`config.mk`:
```
export PLATFORM = sky130hd
export DESIGN_NAME = stack_sequencer
export DESIGN_NICKNAME = d
export VERILOG_FILES = /design/src/rtl/stack_sequencer_pkg.sv /design/src/rtl/stack_alu.sv /design/src/rtl/stack_sequencer.sv
export SDC_FILE = /design/constraint.sdc
export NUM_CORES = 1
export LEC_CHECK = 0
export ABC_CLOCK_PERIOD_IN_PS = 3700
export BUFFER_PORTS_ARGS = -buffer_cell sky130_fd_sc_hd__buf_2
export CORE_ASPECT_RATIO = 1.5
export CORE_UTILIZATION = 50
export DETAILED_ROUTE_END_ITERATION = 6
export GPL_TIMING_DRIVEN = 1
export PLACE_DENSITY = 0.77
export SYNTH_ARGS = -nofsm -noshare
export SYNTH_HDL_FRONTEND = slang
export SYNTH_HIERARCHICAL = 1
export SYNTH_SLANG_ARGS = --single-unit
export TNS_END_PERCENT = 30
```
`constraint.sdc`:
```
create_clock -name clk -period 3.7 [get_ports clk]
set_input_delay 1.11 -clock clk [delete_from_list [all_inputs] [get_ports clk]]
set_output_delay 1.11 -clock clk [all_outputs]
set_load 0.01 [all_outputs]
```
`src/rtl/stack_sequencer_pkg.sv`:
```
// Shared definitions for the operand-stack sequencer: opcodes, FSM states,
// ALU operation encoding and the command legality check.
package stack_sequencer_pkg;

  localparam int DATA_W_DEF = 16;
  localparam int RES_W_DEF  = 32;
  localparam int DEPTH_DEF  = 16;

  typedef enum logic [2:0] {
    OP_PUSH_IMM = 3'd0,
    OP_POP      = 3'd1,
    OP_ADD      = 3'd2,
    OP_SUB      = 3'd3,
    OP_AND      = 3'd4,
    OP_OR       = 3'd5,
    OP_DUP      = 3'd6,
    OP_ILLEGAL  = 3'd7
  } cmd_op_e;

  typedef enum logic [3:0] {
    ST_IDLE   = 4'd0,
    ST_POP1   = 4'd1,
    ST_POP2   = 4'd2,
    ST_CAPA   = 4'd3,
    ST_CAPD   = 4'd4,
    ST_PUSHU  = 4'd5,
    ST_PUSHU2 = 4'd6,
    ST_PUSHA  = 4'd7,
    ST_ERR    = 4'd8,
    ST_DONE   = 4'd9
  } state_e;

  typedef enum logic [1:0] {
    ALU_ADD = 2'd0,
    ALU_SUB = 2'd1,
    ALU_AND = 2'd2,
    ALU_OR  = 2'd3
  } alu_op_e;

  function automatic alu_op_e alu_op_of(input logic [2:0] op);
    alu_op_e res;
    case (op)
      OP_SUB:  res = ALU_SUB;
      OP_AND:  res = ALU_AND;
      OP_OR:   res = ALU_OR;
      default: res = ALU_ADD;
    endcase
    return res;
  endfunction

  // Checks the command against the occupancy seen in the accept cycle.
  function automatic logic op_legal(input logic [2:0] op, input logic [15:0] tos,
                                    input logic [15:0] depth);
    logic ok;
    case (op)
      OP_PUSH_IMM:                   ok = (tos < depth);
      OP_POP:                        ok = (tos >= 16'd1);
      OP_DUP:                        ok = (tos >= 16'd1) && (tos < depth);
      OP_ADD, OP_SUB, OP_AND, OP_OR: ok = (tos >= 16'd2);
      default:                       ok = 1'b0;
    endcase
    return ok;
  endfunction

endpackage

```
`src/rtl/stack_alu.sv`:
```
// Combinational ALU for binary stack ops; operands are zero-extended, so SUB
// wraps modulo 2^RES_W and ADD exposes the carry in bit DATA_W.
module stack_alu
  import stack_sequencer_pkg::*;
#(
  parameter int DATA_W = DATA_W_DEF,
  parameter int RES_W  = RES_W_DEF
) (
  input  logic [DATA_W-1:0] opa,
  input  logic [DATA_W-1:0] opb,
  input  alu_op_e           op,
  output logic [RES_W-1:0]  result
);

  logic [RES_W-1:0] a_ext;
  logic [RES_W-1:0] b_ext;

  always_comb begin
    a_ext  = RES_W'(opa);
    b_ext  = RES_W'(opb);
    result = '0;
    case (op)
      ALU_ADD: result = a_ext + b_ext;
      ALU_SUB: result = a_ext - b_ext;
      ALU_AND: result = a_ext & b_ext;
      ALU_OR:  result = a_ext | b_ext;
      default: result = '0;
    endcase
  end

endmodule

```
`src/rtl/stack_sequencer.sv`:
```
// Control-unit side sequencer for the operand stack: turns one command at a
// time into push/pop strobes, captures operands and pushes ALU results.
module stack_sequencer
  import stack_sequencer_pkg::*;
#(
  parameter int DATA_W = DATA_W_DEF,
  parameter int RES_W  = RES_W_DEF,
  parameter int DEPTH  = DEPTH_DEF
) (
  input  logic              clk,
  input  logic              rst,
  input  logic              cmd_valid,
  output logic              cmd_ready,
  input  logic [2:0]        cmd_op,
  input  logic [DATA_W-1:0] cmd_imm,
  output logic              done,
  output logic              err,
  output logic [DATA_W-1:0] result_data,
  output logic              stk_push,
  output logic              stk_pop,
  output logic              stk_src_alu,
  output logic [DATA_W-1:0] stk_din_uc,
  output logic [RES_W-1:0]  stk_din_alu,
  input  logic [DATA_W-1:0] stk_dout,
  input  logic [15:0]       stk_tos
);

  state_e            state_r;
  state_e            state_s;
  logic [2:0]        op_r;
  logic [DATA_W-1:0] imm_r;
  logic [DATA_W-1:0] opa_r;
  logic [DATA_W-1:0] opb_r;
  logic [DATA_W-1:0] result_r;
  logic [RES_W-1:0]  alu_res_s;

  stack_alu #(
    .DATA_W (DATA_W),
    .RES_W  (RES_W)
  ) u_alu (
    .opa    (opa_r),
    .opb    (opb_r),
    .op     (alu_op_of(op_r)),
    .result (alu_res_s)
  );

  // State register, command latch and operand capture from the registered stack read port.
  always_ff @(posedge clk) begin
    if (rst) begin
      state_r  <= ST_IDLE;
      op_r     <= 3'd0;
      imm_r    <= '0;
      opa_r    <= '0;
      opb_r    <= '0;
      result_r <= '0;
    end else begin
      state_r <= state_s;
      if (state_r == ST_IDLE && cmd_valid) begin
        op_r  <= cmd_op;
        imm_r <= cmd_imm;
      end
      case (state_r)
        ST_POP2: opb_r <= stk_dout;
        ST_CAPA: opa_r <= stk_dout;
        ST_CAPD: begin
          if (op_r == OP_POP) begin
            result_r <= stk_dout;
          end else begin
            opa_r <= stk_dout;
          end
        end
        default: ;
      endcase
    end
  end

  // Next-state decode and state-decoded strobes; push data is zero unless its push is active.
  always_comb begin
    state_s     = state_r;
    cmd_ready   = 1'b0;
    done        = 1'b0;
    err         = 1'b0;
    stk_push    = 1'b0;
    stk_pop     = 1'b0;
    stk_src_alu = 1'b0;
    stk_din_uc  = '0;
    stk_din_alu = '0;
    case (state_r)
      ST_IDLE: begin
        cmd_ready = 1'b1;
        if (cmd_valid) begin
          if (!op_legal(cmd_op, stk_tos, 16'(DEPTH))) begin
            state_s = ST_ERR;
          end else begin
            state_s = (cmd_op == OP_PUSH_IMM) ? ST_PUSHU : ST_POP1;
          end
        end else begin
          state_s = ST_IDLE;
        end
      end
      ST_POP1: begin
        stk_pop = 1'b1;
        state_s = (op_r == OP_POP || op_r == OP_DUP) ? ST_CAPD : ST_POP2;
      end
      ST_POP2: begin
        stk_pop = 1'b1;
        state_s = ST_CAPA;
      end
      ST_CAPA: state_s = ST_PUSHA;
      ST_CAPD: state_s = (op_r == OP_DUP) ? ST_PUSHU : ST_DONE;
      ST_PUSHU: begin
        stk_push   = 1'b1;
        stk_din_uc = (op_r == OP_DUP) ? opa_r : imm_r;
        state_s    = (op_r == OP_DUP) ? ST_PUSHU2 : ST_DONE;
      end
      ST_PUSHU2: begin
        stk_push   = 1'b1;
        stk_din_uc = opa_r;
        state_s    = ST_DONE;
      end
      ST_PUSHA: begin
        stk_push    = 1'b1;
        stk_src_alu = 1'b1;
        stk_din_alu = alu_res_s;
        state_s     = ST_DONE;
      end
      ST_ERR: begin
        done    = 1'b1;
        err     = 1'b1;
        state_s = ST_IDLE;
      end
      ST_DONE: begin
        done    = 1'b1;
        state_s = ST_IDLE;
      end
      default: state_s = ST_IDLE;
    endcase
  end

  assign result_data = result_r;

endmodule

```
==> results.py, run 1 <==
metrics = {
    "outcome": {
        "outcome": "complete, but fails checks",
        "violations": "negative setup slack",
    },
    "synthesis": {
        "synth_top_cell_by_area": "dfxtp_1",
        "synth_area_leaders": "dfxtp_1, ha_1, mux2i_1",
        "synthesis.area_um2": 5575,
        "postSynthCellCount": 735,
        "yosys_warnings": 6,
        "synthAdderAreaFrac": 0.1171,
        "synth_top_area_share": 0.2549,
        "synth_top_family_by_area": "simple AND/OR/NAND/NOR gates",
        "ys_seq_area_frac": 0.2549,
        "synth_enable_flop_cells": 0,
        "yosys.area_share.simple": 0.2300,
        "synth-xor-area-share": 0.02042,
        "avgSynthCellArea_um2": 7.586,
        "synth_compound_area_frac": 0.1966,
        "synth_cell_types": 66,
        "postSynth.asyncResetShare": 0,
        "ys_ff_latch": 71,
        "synthMuxAreaShare": 0.08775,
        "synth_flop_cell": "dfxtp_1",
        "syn-num-nets": 840,
    },
    "place": {
        "hpwlAfterDp_um": 11310,
        "io_buffers": 123,
        "gp_congestion": 0.8919,
        "dp.cells": 991,
    },
    "timing": {
        "whs_ns": 0.4539,
        "rsz0062_at_grt": "yes",
        "min_period_ns": 3.861,
        "max_freq_mhz": 259.0,
        "fin_tns_setup_ns": -1.603,
        "min_period_over_period": 1.044,
        "relSlewSlack": 0.2452,
        "drv_slew": 0,
        "setup_slack_ns": -0.1613,
        "worst_pin_slew_ns": 1.131,
        "finClkSkew_ns": 0.007422,
        "setup_viol": 25,
        "hold_violations": 0,
    },
    "setup_path": {
        "crit_family": "compound AO/OA/AOI/OAI gates",
        "start_kind": "flip-flop",
        "crit_top_cell": "o21ai_0",
        "endpoint_kind": "output pin",
        "path_class": "reg2out",
        "max_stage_delay_ns": 0.38,
        "critPathArrivalTime_ns": 2.75,
        "crit_buf_inv": 3,
        "slowest_stage": "dfxtp_4",
        "cp_cell_sequence": "inv_1 > ha_4 > o21ai_0 > nor2_1 > o21ai_0 > buf_4 > o211ai_1 > nand3b_1 > mux2i_1 > a211o_1 > and2_1 > buf_2",
        "required_ns": 2.59,
        "crit_path_max_fanout": 5,
    },
    "clock_tree": {
        "cts.clk_slew.worst_paths_ns": 0.06,
        "cts_tree": "done",
        "clkSinkCount": 71,
        "cts_buffer_depth": 2,
        "insertion_delay_ns": 0.34,
        "holdBufCountCts": 0,
        "cts-root-buf": "clkbuf_16",
        "cts_buffers": 9,
        "cts_max_level": 3,
    },
    "power": {
        "netSwitchingFraction": 0.3426,
        "p_int_mw": 1.924,
        "combPwrFrac": 0.374,
        "seqPwrFrac": 0.304,
        "p_leak_nw": 3.253,
        "p_total_mw": 2.926,
        "switchingPower_mw": 1.002,
        "p_clk_frac": 0.322,
        "power_density_nw_per_um2": 401.5,
        "peakVddDrop_mv": 0.3346,
    },
    "final_layout": {
        "fin_nets": 975,
        "antenna_cells": 0,
        "area_growth_syn_to_layout_pct": 30.70,
        "fin_cells": 1019,
        "fillers": 866,
        "final_core_util": 0.6807,
        "seq_area_um2": 1459,
        "drive_above_1_share": 0.3326,
        "multi_input_area_um2": 4036,
    },
    "die": {
        "die_h_um": 131.3,
        "rows": 46,
        "die_w_um": 88.22,
        "die_area_um2": 11590,
        "ios": 124,
        "core_area_um2": 10710,
        "initial_core_util": 0.5208,
    },
    "global_route": {
        "grt_use_total": 0.2695,
        "grt_max_degree": 37,
        "grt_pass1_vias": 5300,
        "gr-total-overflow": 0,
        "antenna_found_initial": 0,
        "grt_pass1_wl_um": 24960,
    },
    "drt": {
        "wl_um": 16190,
        "drc_errors": 0,
        "drt-vias-per-instance": 5.510,
        "num_vias": 5615,
        "dr.first_iter.drc_count": 280,
        "ant_nets": 0,
        "wl_per_cell_um": 15.89,
        "first_pass_iters": 5,
    },
    "worst_hold_path": {
        "min_path_type": "reg2reg",
    },
    "job": {
        "cap_violations": 0,
    },
}
-- what timing repair did --
| action | CTS | global route |
|---|---|---|
| gates resized for setup | 61 | 52 |
| cloned | 1 | 0 |
| buffers inserted | 7 | 4 |
| pin swaps | 27 | 26 |
| setup endpoints to repair | 27 | 31 |
| endpoints found under the hold margin | 0 | 0 |
-- power by group through the flow --
stage               Clock [mW]  Sequential (mW)  Combinational [mW]
global route             0.989            0.899                1.19
finish                   0.943            0.890                1.09
global placement             0            0.897               0.894
CTS                      0.948            0.887                1.01
detailed placement           0            0.901               0.904
floorplan                    0            0.878               0.678
-- cells in the mapped netlist, types with 11 or more instances --
| master | n |
|---|---|
| a21oi_1 | 66 |
| a22o_1 | 16 |
| and2_1 | 34 |
| buf_4 | 15 |
| clkbuf_1 | 30 |
| dfxtp_1 | 71 |
| ha_1 | 49 |
| inv_1 | 55 |
| mux2i_1 | 41 |
| nand2_1 | 102 |
| nor2_1 | 76 |
| nor3_1 | 17 |
| o21ai_0 | 29 |
| xnor2_1 | 11 |
-- placed cells by master (no fill, tap or decap), types with 4 or more instances in the layout --
cell type / n
buf_2: 120
nand2_1: 100
nor2_1: 75
a21oi_1: 62
dfxtp_1: 53
buf_4: 50
inv_1: 44
mux2i_1: 41
ha_1: 35
and2_1: 31
o21ai_0: 22
a22o_1: 16
nor3_1: 16
dfxtp_2: 12
ha_4: 12
xnor2_1: 11
inv_2: 11
clkbuf_16: 9
buf_6: 9
nor2b_1: 6
dfxtp_4: 6
nand3_1: 5
a21o_1: 5
o211ai_1: 5
a21oi_2: 5
a211oi_1: 5
nand2b_1: 4
nor4_1: 4
or3_1: 4
o21bai_1: 4
o21ai_1: 4
-- worst min-delay path, stage by stage, from the launching register on --
cell     delay [ns]
dfxtp_1        0.31
nand2_1        0.05
a21oi_1        0.05
-- final cells by class --
cell class | count | area share
clock inverter | 7 | 0.01408
clock buffer | 9 | 0.03091
timing repair buffer | 179 | 0.1478
multi-input combinational | 554 | 0.5539
inverter | 55 | 0.02833
sequential | 71 | 0.2002
tap | 144 | 0.02473
-- through the flow --
step	setup WS, ns	instance area [µm²]
detailed placement	-0.05832	6399
floorplan	0.05963	5575
global route	-0.2121	7287
global placement	0.004691	6399
finish	-0.1613	7287
CTS	-0.1623	7042
-- flip-flops by register name (all words and copies together) (netlist names) --
signal       flops
opa_r           16
op_r             3
opb_r           16
imm_r           16
result_data     16
state_r          4
-- cell families after synthesis --
| family | count (synthesis) |
|---|---|
| buf+inv | 111 |
| mux | 46 |
| flops | 71 |
| fa+ha+maj | 51 |
| xor+xnor | 13 |
| simple gates | 275 |
| compound gates | 168 |
-- routing by layer --
layer,share of wire,track usage
met1,0.39,0.3079
met2,0.53,0.4846
met3,0.050,0.04083
met4,0.027,0.1075
met5,0,0
-- path summary, 6_finish.rpt --
check	start	endpoint	slack, ns	depth (start not counted)
setup reg to reg	state_r[2]$_SDFF_PP0_	result_data[0]$_SDFFE_PP0P_	1.30	4
setup / recovery	opa_r[3]$_SDFFE_PP0P_	stk_din_alu[13]	-0.16	12
hold reg to reg	imm_r[10]$_SDFFE_PP0P_	imm_r[10]$_SDFFE_PP0P_	0.45	2
hold / removal	imm_r[10]$_SDFFE_PP0P_	imm_r[10]$_SDFFE_PP0P_	0.45	2
(Power assumes the default switching activity.)
==> run 2: changes to the inputs <==
--- a/config.mk
+++ b/config.mk
@@ -7,11 +7,11 @@
 export LEC_CHECK = 0
 export ABC_CLOCK_PERIOD_IN_PS = 3700
 export BUFFER_PORTS_ARGS = -buffer_cell sky130_fd_sc_hd__buf_2
-export CORE_ASPECT_RATIO = 1.5
 export CORE_UTILIZATION = 50
 export DETAILED_ROUTE_END_ITERATION = 6
 export GPL_TIMING_DRIVEN = 1
 export PLACE_DENSITY = 0.77
+export SKIP_LAST_GASP = 1
 export SYNTH_ARGS = -nofsm -noshare
 export SYNTH_HDL_FRONTEND = slang
 export SYNTH_HIERARCHICAL = 1
==> results.py, run 2 (synthesized netlist as in run 1, its figures left out) <==
metrics = {
    "drt": {
        "ant_nets": 0,
        "wl_um": 16670,
        "drc_errors": 0,
        "wl_per_cell_um": 16.23,
        "dr.first_iter.drc_count": 413,
        "num_vias": 5772,
        "drt-vias-per-instance": 5.620,
        "first_pass_iters": 5,
    },
    "setup_path": {
        "startpoint": "opb_r[0]$_SDFFE_PP0P_",
        "path_class": "reg2out",
        "crit_path_max_fanout": 4,
        "rr_startpoint": "state_r[2]$_SDFF_PP0_",
        "cp_cell_sequence": "ha_4 > inv_1 > fa_2 > nor2b_4 > o31ai_4 > a21oi_2 > buf_4 > nand2_1 > a311oi_1 > nor4_2 > and2_1 > buf_2",
        "slowest_stage": "fa_2",
        "required_ns": 2.59,
        "max_stage_delay_ns": 0.40,
        "crit_buf_inv": 3,
        "start_kind": "flip-flop",
        "critPathArrivalTime_ns": 2.81,
        "crit_family": "compound AO/OA/AOI/OAI gates",
        "endpoint_kind": "output pin",
    },
    "place": {
        "gp_congestion": 0.9217,
        "io_buffers": 123,
        "hpwlAfterDp_um": 10800,
        "dpl_worst_slack_ns": -0.05485,
    },
    "die": {
        "initial_core_util": 0.5143,
        "die_w_um": 107.6,
        "die_h_um": 107.6,
        "rows": 38,
        "die_area_um2": 11580,
        "core_area_um2": 10840,
        "ios": 124,
    },
    "global_route": {
        "grt_pass1_wl_um": 24120,
        "grt_use_total": 0.2568,
        "antenna_found_initial": 0,
        "grt_max_degree": 43,
        "gr-total-overflow": 0,
        "grt_pass1_vias": 5074,
    },
    "final_layout": {
        "final_cell_mix": "buf_2, nand2_1, nor2_1, buf_4, a21oi_1",
        "layout_commonest_cell": "buf_2",
        "fin_nets": 987,
        "antenna_cells": 0,
        "area_growth_syn_to_layout_pct": 29.44,
        "final_core_util": 0.6657,
        "drive_above_1_share": 0.3326,
    },
    "timing": {
        "min_period_over_period": 1.059,
        "relSlewSlack": 0.3440,
        "fin_tns_setup_ns": -3.467,
        "max_freq_mhz": 255.3,
        "rsz0062_at_grt": "yes",
        "worst_pin_slew_ns": 0.9841,
        "whs_ns": 0.4577,
        "min_period_ns": 3.917,
        "drv_slew": 0,
        "setup_slack_ns": -0.2174,
        "hold_violations": 0,
        "setup_viol": 27,
        "finClkSkew_ns": 0.01678,
    },
    "clock_tree": {
        "cts-root-buf": "clkbuf_8",
        "cts_buffer_depth": 2,
        "cts_tree": "done",
        "holdBufCountCts": 0,
        "insertion_delay_ns": 0.35,
        "cts_max_level": 3,
        "cts_buffers": 9,
        "clkSinkCount": 71,
        "cts.clk_slew.worst_paths_ns": 0.09,
    },
    "power": {
        "p_clk_frac": 0.264,
        "p_total_mw": 2.794,
        "switchingPower_mw": 0.9895,
        "p_leak_nw": 3.261,
        "seqPwrFrac": 0.318,
        "power_density_nw_per_um2": 387.2,
        "p_int_mw": 1.805,
        "combPwrFrac": 0.417,
        "netSwitchingFraction": 0.3541,
        "peakVddDrop_mv": 0.3058,
    },
    "worst_hold_path": {
        "min_from": "imm_r[10]$_SDFFE_PP0P_",
        "min_path_type": "reg2reg",
    },
    "outcome": {
        "violations": "negative setup slack",
        "outcome": "complete, but fails checks",
    },
    "job": {
        "cap_violations": 0,
    },
}
-- run 2: cell count changes in the layout (fill, tap and decap cells not counted), moves of 4 or more --
cell,change
buf_4,+13
clkbuf_16,-9
clkbuf_8,+9
inv_2,-5
buf_6,-4
-- run 2: area by class of cell --
class	instances	area [µm²]
Sequential cell	71	1451
Timing Repair Buffer	191	1145
Tap cell	140	175.2
Clock buffer	10	127.6
Inverter	55	211.5
Fill cell	873	3623
Clock inverter	6	108.9
Multi-Input combinational cell	554	3998
-- run 2: routing by layer --
layer,track usage,wire (µm)
met1,0.3594,7044
met2,0.4121,7800
met3,0.03390,1357
met4,0.06849,470
met5,0,0
-- run 2: power groups by stage --
stage | sequential (mW) | clock, mW | combinational, mW
detailed placement | 0.900 | 0 | 0.891
global route | 0.898 | 0.784 | 1.25
global placement | 0.896 | 0 | 0.884
finish | 0.890 | 0.739 | 1.17
CTS | 0.884 | 0.736 | 1.01
floorplan | 0.878 | 0 | 0.678
-- run 2: repair_timing --
action	CTS	global route
gates cloned	0	1
buffers inserted	10	10
pin swaps	23	26
resized for setup	45	55
setup endpoints to repair	27	28
-- run 2: through the flow --
stage / cells / instance area [µm²]
2_1_floorplan: 735 / 5575
3_3_place_gp: 991 / 6424
3_5_place_dp: 991 / 6424
4_1_cts: 1017 / 6933
5_1_grt: 1027 / 7217
6_report: 1027 / 7217
-- run 2: final timing paths --
kind | slack, ns | depth (start not counted) | endpoint
worst min-delay path | 0.46 | 2 | imm_r[10]$_SDFFE_PP0P_
worst max-delay path | -0.22 | 12 | stk_din_alu[14]
worst max register to register | 1.37 | 4 | result_data[6]$_SDFFE_PP0P_
worst min register to register | 0.46 | 2 | imm_r[10]$_SDFFE_PP0P_
-- run 2: tightest hold or removal path, cell delays in order, from the launching register on --
cell and delay [ns]:
dfxtp_1 0.31, nand2_1 0.05, a21oi_1 0.05
==> run 3: changes to the inputs <==
--- a/config.mk
+++ b/config.mk
@@ -11,6 +11,7 @@
 export DETAILED_ROUTE_END_ITERATION = 6
 export GPL_TIMING_DRIVEN = 1
 export PLACE_DENSITY = 0.77
+export REMOVE_ABC_BUFFERS = 1
 export SKIP_LAST_GASP = 1
 export SYNTH_ARGS = -nofsm -noshare
 export SYNTH_HDL_FRONTEND = slang
==> results.py, run 3 (synthesized netlist as in run 1, its figures left out) <==
metrics = {
    "clock_tree": {
        "cts.clk_slew.worst_paths_ns": 0.07,
        "cts-root-buf": "clkbuf_8",
        "cts_tree": "done",
        "insertion_delay_ns": 0.35,
        "clkSinkCount": 71,
        "cts_buffers": 9,
        "cts_max_level": 3,
        "cts_buffer_depth": 2,
    },
    "timing": {
        "drv_slew": 0,
        "setup_slack_ns": -0.09484,
        "finClkSkew_ns": 0.009588,
        "hold_violations": 0,
        "worst_pin_slew_ns": 1.052,
        "relSlewSlack": 0.2988,
        "fin_tns_setup_ns": -0.3279,
        "max_freq_mhz": 263.5,
        "rsz0062_at_grt": "yes",
        "setup_viol": 16,
        "min_period_over_period": 1.026,
        "min_period_ns": 3.795,
    },
    "power": {
        "peakVddDrop_mv": 0.4018,
        "p_leak_nw": 3.165,
        "p_total_mw": 2.586,
        "power_density_nw_per_um2": 365.0,
    },
    "setup_path": {
        "start_kind": "flip-flop",
        "crit_buf_inv": 2,
        "slowest_stage": "or3b_4",
        "critPathArrivalTime_ns": 2.68,
        "max_stage_delay_ns": 0.40,
        "required_ns": 2.59,
        "crit_path_max_fanout": 3,
        "crit_family": "compound AO/OA/AOI/OAI gates",
        "cp_cell_sequence": "inv_2 > ha_4 > or3b_4 > and3_4 > o221ai_4 > a31oi_4 > a21oi_2 > mux2i_1 > a211o_1 > and2_1 > buf_2",
        "path_class": "reg2out",
        "endpoint_kind": "output pin",
    },
    "drt": {
        "num_vias": 5495,
        "drt-vias-per-instance": 5.435,
        "wl_per_cell_um": 14.67,
        "ant_nets": 0,
        "first_pass_iters": 5,
        "wl_um": 14830,
        "drc_errors": 0,
        "dr.first_iter.drc_count": 375,
    },
    "place": {
        "dp.cells": 982,
        "dpl_worst_slack_ns": 0.01542,
        "hpwlAfterDp_um": 10390,
        "io_buffers": 123,
        "gp_congestion": 0.8837,
    },
    "global_route": {
        "grt_pass1_vias": 4819,
        "grt_pass1_wl_um": 23110,
        "grt_max_degree": 38,
        "grt_use_total": 0.2510,
        "antenna_found_initial": 0,
        "gr-total-overflow": 0,
    },
    "final_layout": {
        "drive_above_1_share": 0.3341,
        "layout_commonest_cell": "buf_2",
        "seq_area_um2": 1453,
        "fillers": 916,
        "fin_nets": 971,
        "fin_cells": 1011,
        "multi_input_area_um2": 4030,
        "final_cell_mix": "buf_2, nand2_1, nor2_1, a21oi_1, dfxtp_1",
        "antenna_cells": 0,
        "area_growth_syn_to_layout_pct": 27.11,
    },
    "die": {
        "core_area_um2": 10840,
        "die_area_um2": 11580,
        "die_h_um": 107.6,
        "ios": 124,
        "rows": 38,
        "die_w_um": 107.6,
        "initial_core_util": 0.5143,
    },
    "worst_hold_path": {
        "min_path_type": "reg2reg",
    },
    "job": {
        "cap_violations": 0,
    },
    "outcome": {
        "violations": "negative setup slack",
        "outcome": "complete, but fails checks",
    },
}
-- run 3: final cells by class --
| cell class | instances | area share |
|---|---|---|
| clock buffers | 10 | 0.01942 |
| well taps | 140 | 0.02472 |
| repair buffers | 175 | 0.1446 |
| flip-flops and latches | 71 | 0.2050 |
| multi-input cells | 554 | 0.5687 |
| clock inverters | 6 | 0.008475 |
| inverters | 55 | 0.02913 |
-- run 3: where the power goes --
part | switching [mW] | internal (mW)
clock | 0.287 | 0.326
combinational | 0.588 | 0.496
sequential | 0.0641 | 0.826
-- run 3: worst register-to-register path, stage by stage, from the launching register on --
cell,delay [ns]
dfxtp_1,0.58
or2b_4,0.33
or4_1,0.96
mux2i_1,0.37
nor2_1,0.08
-- run 3: routing by layer --
| layer | GRT usage | routed length, µm | up-vias | part of all wire |
|---|---|---|---|---|
| li1 | - | - | 2748 | - |
| met1 | 0.3487 | 6831 | 2514 | 0.46 |
| met2 | 0.4098 | 6886 | 213 | 0.46 |
| met3 | 0.03087 | 899 | 20 | 0.061 |
| met4 | 0.06360 | 214 | 0 | 0.014 |
| met5 | 0 | 0 | - | 0 |
-- run 3: timing repair --
action	in CTS	in global routing
pin swaps	21	28
hold buffers	0	0
setup buffers	7	5
gates resized for setup	50	57
gates cloned	1	0
setup endpoints to repair	27	27
-- run 3: final timing paths --
check                                           start                           end  slack, ns  cells after the start
worst max-delay path            opb_r[4]$_SDFFE_PP0P_               stk_din_alu[13]      -0.09                     11
worst min-delay path            imm_r[5]$_SDFFE_PP0P_         imm_r[5]$_SDFFE_PP0P_       0.46                      2
worst max register to register  state_r[2]$_SDFF_PP0_  result_data[14]$_SDFFE_PP0P_       1.26                      4
worst min register to register  imm_r[5]$_SDFFE_PP0P_         imm_r[5]$_SDFFE_PP0P_       0.46                      2
-- run 3: through the flow --
stage | area (µm²) | hold WS [ns] | utilization
after floorplan | 5263 | 0.4306 | -
after global placement | 6356 | 0.4431 | 0.5863
after detailed placement | 6356 | 0.4491 | 0.5863
after CTS | 6810 | 0.4592 | 0.6282
after global routing | 7087 | 0.4749 | 0.6537
final | 7087 | 0.4565 | 0.6537
